**src/rtl/mem_port_arbiter.sv**
```systemverilog
// Arbitrates one unified memory port between instruction fetch and load/store, holding each
// access for MEM_LATENCY cycles. Define ARB_STARVE_GUARD_EN to bound how long fetch can starve.
module mem_port_arbiter #(
    parameter int MEM_LATENCY  = 1,
    parameter int STARVE_LIMIT = 4
) (
    input  logic        clk,
    input  logic        reset,
    input  logic        if_req,
    input  logic [31:0] if_addr,
    output logic        if_gnt,
    output logic        if_rvalid,
    output logic [31:0] if_rdata,
    input  logic        d_req,
    input  logic [31:0] d_addr,
    input  logic [31:0] d_wdata,
    input  logic        d_we,
    input  logic [1:0]  d_size,
    input  logic        d_rdun,
    output logic        d_gnt,
    output logic        d_rvalid,
    output logic [31:0] d_rdata,
    output logic [31:0] mem_address,
    output logic [31:0] mem_data_in,
    output logic        mem_w_enable,
    output logic [1:0]  mem_access_size,
    output logic        mem_RdUn,
    input  logic [31:0] mem_data_out
);
    localparam logic [1:0] SIZE_WORD = 2'd2;
    localparam logic [3:0] CNT_LOAD  = 4'(MEM_LATENCY - 1);

    typedef enum logic [1:0] {IDLE, ACCESS, RESP} state_t;

    state_t      state_reg;
    logic [3:0]  cnt_reg;
    logic        owner_d_reg;
    logic [31:0] addr_reg;
    logic [31:0] wdata_reg;
    logic        we_reg;
    logic [1:0]  size_reg;
    logic        rdun_reg;
    logic        if_gnt_reg;
    logic        d_gnt_reg;
    logic        if_rvalid_reg;
    logic        d_rvalid_reg;
    logic [31:0] if_rdata_reg;
    logic [31:0] d_rdata_reg;

    logic arb_phase;
    logic force_fetch;
    logic grant_d;
    logic grant_if;

`ifdef ARB_STARVE_GUARD_EN
    logic [3:0] starve_reg;

    assign force_fetch = if_req && (starve_reg == 4'(STARVE_LIMIT));

    // Counts data grants that overtook a waiting fetch.
    always_ff @(posedge clk) begin
        if (reset) begin
            starve_reg <= '0;
        end else if (grant_if) begin
            starve_reg <= '0;
        end else if (grant_d) begin
            starve_reg <= if_req ? starve_reg + 4'd1 : 4'd0;
        end
    end
`else
    // Strict data priority: fetch is never forced, STARVE_LIMIT has no effect.
    assign force_fetch = (STARVE_LIMIT < 0);
`endif

    assign arb_phase = (state_reg == IDLE) || (state_reg == RESP);
    assign grant_d   = arb_phase && d_req && !force_fetch;
    assign grant_if  = arb_phase && if_req && !grant_d;

    always_ff @(posedge clk) begin
        if (reset) begin
            state_reg     <= IDLE;
            cnt_reg       <= '0;
            owner_d_reg   <= 1'b0;
            addr_reg      <= '0;
            wdata_reg     <= '0;
            we_reg        <= 1'b0;
            size_reg      <= SIZE_WORD;
            rdun_reg      <= 1'b0;
            if_gnt_reg    <= 1'b0;
            d_gnt_reg     <= 1'b0;
            if_rvalid_reg <= 1'b0;
            d_rvalid_reg  <= 1'b0;
            if_rdata_reg  <= '0;
            d_rdata_reg   <= '0;
        end else begin
            if_gnt_reg    <= 1'b0;
            d_gnt_reg     <= 1'b0;
            if_rvalid_reg <= 1'b0;
            d_rvalid_reg  <= 1'b0;
            case (state_reg)
                IDLE, RESP: begin
                    if (grant_d) begin
                        state_reg   <= ACCESS;
                        cnt_reg     <= CNT_LOAD;
                        owner_d_reg <= 1'b1;
                        addr_reg    <= d_addr;
                        wdata_reg   <= d_wdata;
                        we_reg      <= d_we;
                        size_reg    <= d_size;
                        rdun_reg    <= d_rdun;
                        d_gnt_reg   <= 1'b1;
                    end else if (grant_if) begin
                        state_reg   <= ACCESS;
                        cnt_reg     <= CNT_LOAD;
                        owner_d_reg <= 1'b0;
                        addr_reg    <= if_addr;
                        wdata_reg   <= '0;
                        we_reg      <= 1'b0;
                        size_reg    <= SIZE_WORD;
                        rdun_reg    <= 1'b0;
                        if_gnt_reg  <= 1'b1;
                    end else begin
                        state_reg   <= IDLE;
                    end
                end
                ACCESS: begin
                    if (cnt_reg != 4'd0) begin
                        cnt_reg <= cnt_reg - 4'd1;
                    end else begin
                        state_reg <= RESP;
                        if (owner_d_reg) begin
                            d_rvalid_reg <= 1'b1;
                            if (!we_reg) begin
                                d_rdata_reg <= mem_data_out;
                            end
                        end else begin
                            if_rvalid_reg <= 1'b1;
                            if_rdata_reg  <= mem_data_out;
                        end
                    end
                end
                default: state_reg <= IDLE;
            endcase
        end
    end

    assign if_gnt    = if_gnt_reg;
    assign d_gnt     = d_gnt_reg;
    assign if_rvalid = if_rvalid_reg;
    assign d_rvalid  = d_rvalid_reg;
    assign if_rdata  = if_rdata_reg;
    assign d_rdata   = d_rdata_reg;

    // Port is parked at a harmless word read whenever no access is in flight.
    always_comb begin
        mem_address     = '0;
        mem_data_in     = '0;
        mem_w_enable    = 1'b0;
        mem_access_size = SIZE_WORD;
        mem_RdUn        = 1'b0;
        if (state_reg == ACCESS) begin
            mem_address     = addr_reg;
            mem_data_in     = wdata_reg;
            mem_w_enable    = we_reg && (cnt_reg == 4'd0);
            mem_access_size = size_reg;
            mem_RdUn        = rdun_reg;
        end
    end

endmodule

```
**config.mk**
```make
export PLATFORM = sky130hd
export DESIGN_NAME = mem_port_arbiter
export DESIGN_NICKNAME = d
export VERILOG_FILES = /design/src/rtl/mem_port_arbiter.sv
export SDC_FILE = /design/constraint.sdc
export NUM_CORES = 1
export LEC_CHECK = 0
export ABC_AREA = 1
export BUFFER_PORTS_ARGS = -buffer_cell sky130_fd_sc_hd__buf_2
export CAP_MARGIN = 20
export CELL_PAD_IN_SITES_DETAIL_PLACEMENT = 0
export CELL_PAD_IN_SITES_GLOBAL_PLACEMENT = 1
export CORE_ASPECT_RATIO = 0.6
export CORE_UTILIZATION = 32
export CTS_CLUSTER_SIZE = 12
export DETAILED_ROUTE_END_ITERATION = 10
export PLACE_DENSITY = 0.86
export RECOVER_POWER = 50
export SETUP_SLACK_MARGIN = 0.4
export SKIP_LAST_GASP = 1
export SLEW_MARGIN = 20
export SYNTH_ARGS = -nofsm -noshare
export SYNTH_HDL_FRONTEND = slang
export SYNTH_SLANG_ARGS = --single-unit
```
**constraint.sdc**
```tcl
create_clock -name clk -period 1.8 [get_ports clk]
set_input_delay 0.27 -clock clk [delete_from_list [all_inputs] [get_ports clk]]
set_output_delay 0.27 -clock clk [all_outputs]
set_load 0.05 [all_outputs]
```
After elaboration in Yosys (flattened, before gate mapping). Cells that the tools add are included.

Bits in registers: 143. Logic and storage cells: 71. Input port bits: 136.

Add/subtract/negate cells: 1. Bitwise operators: 5. Equality and inequality tests: 5. Reduce and logical (&&, ||, !) cells: 19. Mux-type cells: 27.

Operators with widths (count): $mux W32 (6); $mux W1 (12); $mux W4 (3); $mux W2 (4); $pmux W4 S2 (1); $reduce_and A3 Y1 (2); $reduce_or A3 Y1 (2); $not A1 Y1 (5); $logic_and A1 B1 Y1 (4); $logic_not A4 Y1 (1); $ne A2 B2 Y1 const B (2); $pmux W2 S2 (1); $reduce_and A4 Y1 (1); $reduce_bool A2 Y1 (2); $reduce_bool A4 Y1 (1); $reduce_or A2 Y1 (2); $sub A4 B1 Y4 const B (1); $ne A3 B3 Y1 const B (1); $eq A2 B1 Y1 const B (1); $eq A2 B2 Y1 const B (1); $logic_not A2 Y1 (1); $reduce_and A2 Y1 (1); $logic_not A1 Y1 (1); $logic_or A1 B1 Y1 (1).

Longest topological paths before layout.
Depth after elaboration: 8. Depth in mapped cells: 9. Depth with buffers taken out: 8.

Worst setup path after synthesis. No wires, ideal clock.

Path type: register to output. Start: register state_reg[0]. End: output port mem_address[0]. Buffers on the path: 2. Arrival: 1.552 ns. Path slack: -0.022 ns. Cell stages (with the launch flop): 7. Data required time: 1.530 ns. Cells stage by stage: dfxtp_1 -> inv_2 -> nor2_4 -> inv_2 -> buf_2 -> buf_2 -> nor2_1.

Longest elaborated chain between the ends: 2.

Ends and longest elaborated chain: start, declared (RTL line 35) `state_t state_reg;`; start signal, assigned (RTL line 81) `state_reg <= IDLE;`; start signal, assigned (RTL line 103) `state_reg <= ACCESS;`; start signal, assigned (RTL line 113) `state_reg <= ACCESS;`; $eq A2 B1 Y1 (RTL line 161) `if (state_reg == ACCESS) begin`; $mux W32 (RTL line 161); end, declared (RTL line 23) `output logic [31:0] mem_address,`.

No other way between the ends.

Worst setup path in the final report.
Start: register state_reg[0]. End: output port mem_address[5].

Same word-level chain as after synthesis.

==> results by group <==
Run status
  – Status: completed

CTS
  – H-Tree Level Count: 4
  – Max clock buf depth: 2
  – CTS Sinks: 143
  – Hold_buf cts: 0
  – TritonCTS clock tree: built
  – Root Buffer: clkbuf_16
  – CTS buffer count: 17
  – Worst-path clk slew: 0.07 ns
  – Clk_lat worst skew: 0.41 ns

Detailed routing
  – Routed length per instance: 15.4 um
  – Antenna-violating nets left: 0
  – Drt via density: 4.58
  – Final WL: 20.4 mm
  – Drt drc: 0
  – Pre-Repair DR Iteration Count: 5
  – Via count: 6073
  – Drt initial violations: 376

Worst setup path
  – CP arrival: 1.53 ns
  – CP Launch Type: flop
  – Critical Path Max Stage Delay: 0.34 ns
  – Critical path class: reg2out
  – CP Data Required Time: 1.53 ns
  – Largest fanout on the critical path: 7
  – Slowest cell on crit path: dfxtp_2
  – Cell mode on critical path: nor2_4
  – CP Cell Sequence: inv_4, nor2_4, buf_6, inv_12, buf_12, nor2_4, buf_8
  – Critical path endpoint category: output pin
  – FF-to-FF path depth: 10

Layout
  – Area grow syn2layout: 80.3%
  – Post-layout nets: 1217
  – Antenna Cells: 0
  – Fraction of layout cells with a size suffix above 1: 49.2%
  – Post-Layout Cell Count: 1327

Synthesis
  – Asr flop ratio synth: 0%
  – Avg Inst Size Synth: 7.40 um^2
  – Most frequent cells after synthesis: nor2_1, dfxtp_1, inv_1, o21ai_0, nand2_1
  – Seq cells post-synth: 143
  – Post-synthesis net count: 906
  – Most numerous cell in the Yosys netlist: nor2_1
  – Synth top area cells: dfxtp_1, nor2_1, o21ai_0
  – Main synth FF type: dfxtp_1
  – Leading area contributor after synthesis: dfxtp_1
  – Synth Instances: 769
  – Seq/Total Area, Yosys: 50.3%
  – Post-synth EDFFs: 0
  – Synth top area share: 50.3%
  – Synth cell types: 24
  – Synth Warn #: 0
  – Post-Syn Area: 5690 um^2

STA
  – Worst-margin pin slew: 0.411 ns
  – Final setup vio count: 0
  – Unrepaired setup endpoints after global routing: true
  – Fin. Hold Viols: 0
  – Max-slew headroom: 72.6%
  – Clock skew: 0.0188 ns
  – Final period util: 99.8%
  – Max-slew violations: 0
  – Final Critical Period: 1.80 ns
  – Max Freq: 557 MHz
  – Hold slack: 0.0608 ns

Global route
  – Vias in the first global route: 5679
  – Pin count of the biggest net entering global routing: 66
  – Grt total ovfl: 0
  – Global-route wire length before repair: 30.2 mm
  – Initial antenna violation count: 0
  – All-layer global routing usage: 20.9%

Die
  – # IOs: 272
  – Die area: 18300 um^2
  – Initial Utilization: 33.0%
  – Die width: 174 um
  – Total core area: 17300 um^2
  – Chip height: 105 um
  – Site Rows: 37

Run
  – Max-Cap Viols: 0

Power and ir drop
  – Power Dens Cells: 1010 nW/um^2
  – Leakage: 4.52 nW
  – VDD IR-drop max: 0.545 mV
  – Total power: 10.4 mW

Place
  – Dpl cells: 1249
  – Final Wtd Congestion: 0.823
  – Port-buffer cells: 271
  – Post-DP HPWL: 11.7 mm

Worst hold path
  – Worst Hold Path Cells: 3
  – Type of the worst min-delay path: in2reg
worst max-delay path: cells and delay by family (launching register included):
| kind | cells | cell delay (ns) |
|---|---|---|
| DFF | 1 | 0.34 |
| and+or+nand+nor | 2 | 0.23 |
| buffers and inverters | 5 | 0.56 |
where the power goes:
group	total (mW)	leakage [nW]	switching, mW	internal, mW
Combinational	3.42	3.09	2.12	1.30
Sequential	3.61	1.17	0.141	3.47
Clock	3.33	0.262	1.52	1.82
Total	10.4	4.52	3.78	6.59
metrics by stage:
step                setup slack (ns)  TNS [ns]  cell area (um^2)  utilization [%]
finish                       0.00343         0             10300             59.5
global route                 -0.0558     -1.26             10300             59.5
CTS                          -0.0264   -0.0750              9710             56.2
detailed placement             0.231         0              7830             45.3
global placement               0.237         0              7830             45.3
floorplan                      0.318         0              6250                -
final timing paths:
path	startpoint	end	slack (ns)
worst max-delay path	state_reg[0]	mem_address[5]	0.003
worst min-delay path	d_wdata[20]	wdata_reg[20]	0.06
worst max register to register	state_reg[0]	d_rdata[31]	0.14
worst min register to register	d_rdata[0]	d_rdata[0]	0.47
layout make-up:
cell class,count,area (um^2)
inverters,111,449
clock inverters,14,124
clock buffers,18,429
repair buffers,337,3070
fillers,1526,7000
well taps,234,293
flip-flops and latches,143,2870
multi-input cells,468,3010
repair inverters,2,27.5
cell families (layout without fill, tap and decap cells):
| kind of cell | after synthesis | after routing | share of synthesized area [%] |
|---|---|---|---|
| flip-flops | 143 | 143 | 50.3 |
| AND/OR/NAND/NOR | 296 | 296 | 20.5 |
| buffers and inverters | 158 | 482 | 12.4 |
| AO/OA/AOI/OAI | 171 | 171 | 16.6 |
| adder cells (fa/ha/maj) | 1 | 1 | 0.220 |
routing by layer:
metal  up-vias  GRT usage [%]  share of wire (%)
met1      2809           29.2                 48
met5         -              0                  0
li1       3050              -                  -
met4         0           4.57               0.39
met3         4           6.49                8.3
met2       210           31.4                 44
cell usage in the layout (no fill, tap or decap), types with 7 or more instances in the layout:
cell and n:
buf_8 22, buf_6 64, o211ai_1 32, buf_4 7
buf_12 22, buf_2 203, inv_1 103, buf_16 14
dfxtp_1 140, o21ai_1 52, nor2_1 110, nor2_2 18
o21ai_0 29, clkbuf_16 22, o21ai_2 47, nand2_1 72
nor2_4 78, a21oi_1 7
what timing repair did:
action	4_1_cts	5_1_grt
cloned	16	7
setup endpoints to repair	132	168
pin swaps	5	29
buffers inserted	17	6
gates resized for setup	270	112
Note: power is estimated with default switching activity, not from simulation.
